File: config.mk
export PLATFORM = sky130hd
export DESIGN_NAME = hcr_cmd_ctrl
export DESIGN_NICKNAME = d
export VERILOG_FILES = /design/src/rtl/hcr_cmd_ctrl.sv
export SDC_FILE = /design/constraint.sdc
export NUM_CORES = 1
export LEC_CHECK = 0
export ABC_AREA = 0
export BUFFER_PORTS_ARGS = -buffer_cell sky130_fd_sc_hd__buf_2
export CORE_AREA = 5 5 211 213
export CTS_CLUSTER_DIAMETER = 200
export DETAILED_ROUTE_END_ITERATION = 8
export DIE_AREA = 0 0 216 218
export PLACE_DENSITY = 0.6
export SETUP_SLACK_MARGIN = 0.5
export SYNTH_ARGS = -nofsm -noshare
export SYNTH_HDL_FRONTEND = slang
export SYNTH_SLANG_ARGS = --single-unit
File: constraint.sdc
create_clock -name clk -period 11.6 [get_ports clk]
set_input_delay 1.74 -clock clk [delete_from_list [all_inputs] [get_ports clk]]
set_output_delay 1.74 -clock clk [all_outputs]
set_load 0.02 [all_outputs]
File: src/rtl/hcr_cmd_ctrl.sv
// HCR command controller: turns a rising pio_hcr_go into one command on the
// engine request channel, waits for the engine's completion (or times out),
// optionally posts a completion event, then pulses pio_hcr_clear to drop go.
module hcr_cmd_ctrl #(
  parameter logic [31:0] TIMEOUT_CYC    = 32'd1048576,
  parameter logic [7:0]  TIMEOUT_STATUS = 8'hFF
) (
  input  logic        clk,
  input  logic        rst,
  // HCR register space
  input  logic [63:0] pio_hcr_in_param,
  input  logic [31:0] pio_hcr_in_modifier,
  input  logic [63:0] pio_hcr_out_dma_addr,
  input  logic [15:0] pio_hcr_token,
  input  logic [7:0]  pio_hcr_op_modifier,
  input  logic [11:0] pio_hcr_op,
  input  logic        pio_hcr_go,
  input  logic        pio_hcr_event,
  output logic [63:0] pio_hcr_out_param,
  output logic [7:0]  pio_hcr_status,
  output logic        pio_hcr_clear,
  // command issue channel
  output logic        cmd_req_valid,
  input  logic        cmd_req_ready,
  output logic [11:0] cmd_req_op,
  output logic [7:0]  cmd_req_op_mod,
  output logic [63:0] cmd_req_in_param,
  output logic [31:0] cmd_req_in_mod,
  output logic [63:0] cmd_req_out_addr,
  // engine completion channel
  input  logic        cmd_rsp_valid,
  input  logic [7:0]  cmd_rsp_status,
  input  logic [63:0] cmd_rsp_out_param,
  output logic        cmd_rsp_ready,
  // completion-event channel
  output logic        eq_evt_valid,
  input  logic        eq_evt_ready,
  output logic [15:0] eq_evt_token,
  output logic [7:0]  eq_evt_status,
  output logic        hcr_busy
);

  typedef enum logic [2:0] {IDLE, ISSUE, WAIT, EVENT, CLEAR} state_t;

  state_t      state, state_nxt;
  logic        go_d;
  // go_armed is set only once go has been seen low after reset, so a go that
  // was already high when reset released cannot look like a fresh rise.
  logic        go_armed;
  logic [31:0] tmo_cnt;

  logic [11:0] op_q;
  logic [7:0]  op_mod_q;
  logic [63:0] in_param_q;
  logic [31:0] in_mod_q;
  logic [63:0] out_addr_q;
  logic [15:0] token_q;
  logic        event_q;

  logic start, req_hs, rsp_hs, tmo_hit, abort, in_flight;

  assign in_flight = (state == ISSUE) || (state == WAIT);
  assign start     = pio_hcr_go && !go_d && go_armed && (state == IDLE);
  assign req_hs    = (state == ISSUE) && cmd_req_ready;
  assign rsp_hs    = (state == WAIT) && cmd_rsp_valid;
  assign tmo_hit   = in_flight && (tmo_cnt == TIMEOUT_CYC - 32'd1);
  // A handshake landing on the timeout cycle takes priority over the abort.
  assign abort     = tmo_hit && !req_hs && !rsp_hs;

  assign cmd_req_op       = op_q;
  assign cmd_req_op_mod   = op_mod_q;
  assign cmd_req_in_param = in_param_q;
  assign cmd_req_in_mod   = in_mod_q;
  assign cmd_req_out_addr = out_addr_q;
  assign eq_evt_token     = token_q;
  assign eq_evt_status    = pio_hcr_status;

  // State register, go edge detector and issue-to-response timeout counter.
  always_ff @(posedge clk or posedge rst) begin
    if (rst) begin
      state    <= IDLE;
      go_d     <= 1'b0;
      go_armed <= 1'b0;
      tmo_cnt  <= 32'd0;
    end else begin
      state <= state_nxt;
      go_d  <= pio_hcr_go;
      if (!pio_hcr_go) go_armed <= 1'b1;
      if (start) tmo_cnt <= 32'd0;
      else if (in_flight) tmo_cnt <= tmo_cnt + 32'd1;
    end
  end

  // Command fields captured at start, results captured on completion/timeout.
  always_ff @(posedge clk or posedge rst) begin
    if (rst) begin
      op_q              <= '0;
      op_mod_q          <= '0;
      in_param_q        <= '0;
      in_mod_q          <= '0;
      out_addr_q        <= '0;
      token_q           <= '0;
      event_q           <= 1'b0;
      pio_hcr_status    <= '0;
      pio_hcr_out_param <= '0;
    end else begin
      if (start) begin
        op_q       <= pio_hcr_op;
        op_mod_q   <= pio_hcr_op_modifier;
        in_param_q <= pio_hcr_in_param;
        in_mod_q   <= pio_hcr_in_modifier;
        out_addr_q <= pio_hcr_out_dma_addr;
        token_q    <= pio_hcr_token;
        event_q    <= pio_hcr_event;
      end
      if (rsp_hs) begin
        pio_hcr_status    <= cmd_rsp_status;
        pio_hcr_out_param <= cmd_rsp_out_param;
      end else if (abort) begin
        pio_hcr_status    <= TIMEOUT_STATUS;
        pio_hcr_out_param <= '0;
      end
    end
  end

  // Next-state and handshake outputs.
  always_comb begin
    state_nxt     = state;
    cmd_req_valid = 1'b0;
    cmd_rsp_ready = 1'b0;
    eq_evt_valid  = 1'b0;
    pio_hcr_clear = 1'b0;
    hcr_busy      = 1'b1;
    case (state)
      IDLE: begin
        hcr_busy      = 1'b0;
        // Always accept in IDLE so a response arriving after a timeout drains.
        cmd_rsp_ready = !rst;
        if (start) state_nxt = ISSUE;
      end
      ISSUE: begin
        cmd_req_valid = 1'b1;
        if (req_hs) state_nxt = WAIT;
        else if (abort) state_nxt = event_q ? EVENT : CLEAR;
      end
      WAIT: begin
        cmd_rsp_ready = !rst;
        if (rsp_hs || abort) state_nxt = event_q ? EVENT : CLEAR;
      end
      EVENT: begin
        eq_evt_valid = 1'b1;
        if (eq_evt_ready) state_nxt = CLEAR;
      end
      CLEAR: begin
        pio_hcr_clear = 1'b1;
        state_nxt     = IDLE;
      end
      default: begin
        state_nxt = IDLE;
      end
    endcase
  end

endmodule

==> impl_metrics.yaml <==
sta:
  hold_viol_final: 0
  rsz0062_at_grt: "no"
  max_freq_mhz: 254.3
  worst_pin_slew_ps: 965.3
  period_share: 0.3390
  final_max_slew_viol_count: 0
  tns_ps: 0
  finalCriticalPeriod_ps: 3932
  max_slew_margin: 0.3564
  clock_skew_ps: 16.71
  setup_viol: 0
die:
  pin_count: 556
  core-area_mm2: 0.04251
  num_rows: 76
  die_y_um: 218
  die_area_mm2: 0.04709
  initial_core_util: 0.2885
  dieWidth_um: 216
worst_setup_path:
  cp_num_buf_inv: 2
  worst_setup_path_end_kind: "output port"
  path_common_cell: "buf_2"
  path_max_fanout: 2
  slowest_stage: "buf_2"
  cp_top_family: "buffers and inverters"
  path_cells: "buf_2 -> nor3_1 -> buf_2"
  start_kind: "primary input"
  max_stage_delay_ps: 190
  worst_ep_arrival_time_ps: 2190
  required_ps: 9860
  critPathKind: "in2out"
layout:
  fin_util: 0.3914
  drive_gt1_frac: 0.5410
  layout.cells.non_filler: 2072
  fin_nets: 1774
  syn2layout_area_growth_pct: 35.67
cts:
  clock_sinks: 306
  h-tree-depth: 2
  hold_buffers: 0
  cts_made_buffers: 36
  clockBufferDepth: 3
  worstSkewPairLatency_ps: 530
  cts.clk_slew.worst_paths_ps: 60
  cts-root-buf: "clkbuf_16"
  cts_resized: 0
  cts_tree: "built"
  post-cts-setup-buffers: 0
logic_synthesis:
  synth_top_family_by_area: "multiplexers"
  ys_ff_latch: 306
  yosysSeqAreaShare: 0.6244
  synth_xor_xnor_area_share: 0.02275
  synth_edf_count: 0
  synth.distinct_cells: 47
  yosys.area.top_type: "dfrtp_1"
  synth.area.mux_share: 0.1817
  synth.top_cell.area_share: 0.6244
  synthAdderAreaFrac: 0.001020
  synthesis.area_mm2: 0.01226
  syn_nets: 1234
  synthCells: 958
  ys_top_cells_by_count: "dfrtp_1 (306), mux2_2 (197), nand2_1 (153)"
  yosysWarnings: 0
  synthSimpleGateAreaFrac: 0.1005
  avgSynthCellArea_um2: 12.80
  synth_compound_gate_area_share: 0.04020
  ys.flop_type: "dfrtp_1"
  synth_area_leaders: "dfrtp_1 (62%), mux2_2 (18%), nand2_1 (4.7%)"
  yosysMostFrequentCell: "dfrtp_1"
  async_reset_ff_frac: 1.000
place:
  gp_congestion: 0.8727
  hpwl_mm: 27.32
  io_buffers: 555
  dpl.cell_count: 2006
grt:
  antenna_found_initial: 3
  grt-ovfl-total: 0
  grt_use_total: 0.1517
  grt_pass1_wl_mm: 57.53
  grtUsageMet3: 0.05761
  met1_usage: 0.1709
  met2_usage: 0.2651
  grt_max_degree: 151
  first_global_vias: 10270
  grt_busiest_layer: "met2"
routing:
  totalWireLength_mm: 36.91
  vias: 9320
  drc: 0
  wl_per_cell_um: 17.82
  firstDrtPassIters: 4
  postRouteAntennaNets: 0
  via_per_inst: 4.498
  drt-initial-drc-count: 469
min_path:
  hp-class: "reg2reg"
outcome:
  outcome: "completed"
pwr:
  power_density_mw_per_mm2: 293.9
  p_leak_nw: 8.116
  vdd_drop_max_uv: 180.4
run:
  maxCapViolCount: 0
[per-layer routing]
| metal | share of wire | wire [µm] |
|---|---|---|
| met5 | 0.00054 | 20 |
| met1 | 0.38 | 14020 |
| met3 | 0.082 | 3026 |
| met4 | 0.025 | 929 |
| met2 | 0.51 | 18920 |
[per-stage QoR]
| step | setup slack, ps | total power, mW | hold WS, ps | instance area (µm²) |
|---|---|---|---|---|
| after floorplan | 1401 | 3.068 | 434.8 | 12260 |
| after global placement | 7537 | 3.790 | 457.1 | 15480 |
| after detailed placement | 7474 | 3.837 | 466.0 | 15480 |
| after CTS | 7670 | 4.971 | 483.6 | 16630 |
| after global routing | 7604 | 5.188 | 503.1 | 16630 |
| final | 7668 | 4.889 | 482.0 | 16640 |
[report_power, final]
part           switching (mW)  internal (mW)  leakage [nW]
clock                   0.441          0.653         0.560
combinational            1.21          0.759          3.81
sequential              0.273           1.55          3.75
[cells by family (layout without fill, tap and decap cells)]
logic type	count (synthesis)	after routing
XOR/XNOR	31	31
adder cells (fa/ha/maj)	1	1
other	0	3
buffers and inverters	67	632
AO/OA/AOI/OAI	92	92
AND/OR/NAND/NOR	263	263
flip-flops	306	306
multiplexers	198	198
[cell type report]
class,instances,area [µm²]
multi-input cells,585,4257
clock inverters,6,88.84
diodes,3,7.507
fillers,4174,25870
well taps,546,683.2
inverters,5,26.28
clock buffers,57,1060
repair buffers,564,2858
flip-flops and latches,306,7657
[state kept, by name, indices dropped and copies added (netlist names)]
register and count:
cmd_req_in_mod 32, tmo_cnt 32, cmd_req_in_param 64, cmd_req_op_mod 8, eq_evt_token 16, go_armed 1, go_d 1, state 3
pio_hcr_out_param 64, event_q 1, eq_evt_status 8, cmd_req_out_addr 64, cmd_req_op 12
[cell usage in the layout (no fill, tap or decap), types with 2 or more instances in the layout]
cell | netlist | final
inv_1 | 5 | 4
dfrtp_1 | 306 | 306
nor4_2 | 2 | 2
and2_1 | 3 | 3
nand3_1 | 10 | 10
nand4_1 | 11 | 11
clkbuf_1 | 19 | 13
o2111ai_1 | 2 | 2
diode_2 | 0 | 3
buf_2 | 21 | 555
buf_4 | 22 | 8
and4_1 | 3 | 3
or2_2 | 2 | 2
clkbuf_8 | 0 | 8
nor3_1 | 9 | 9
clkbuf_16 | 0 | 36
and3_1 | 3 | 3
o21ai_1 | 16 | 16
nor3b_1 | 4 | 4
nand2b_1 | 5 | 5
nor4_1 | 5 | 5
xor2_1 | 19 | 19
or3_1 | 2 | 2
nor2_1 | 37 | 37
nor4b_1 | 4 | 3
mux2_2 | 197 | 197
o31ai_1 | 2 | 2
nand2_1 | 153 | 153
a21oi_1 | 5 | 5
o21ai_0 | 60 | 60
nor4b_2 | 1 | 2
xnor2_1 | 11 | 11
[path summary, 6_finish.rpt]
path,start,slack (ps),endpoint,depth (start not counted)
worst min register to register,go_armed,480,go_armed,1
min in group asynchronous,rst,1290,go_armed,2
max in group asynchronous,rst,8890,cmd_req_in_mod[12],3
worst max register to register,state[2],8390,eq_evt_token[13],5
worst max-delay path,rst,7670,cmd_rsp_ready,3
worst min-delay path,go_armed,480,go_armed,1
No activity file was read; power rests on OpenSTA's default activity.
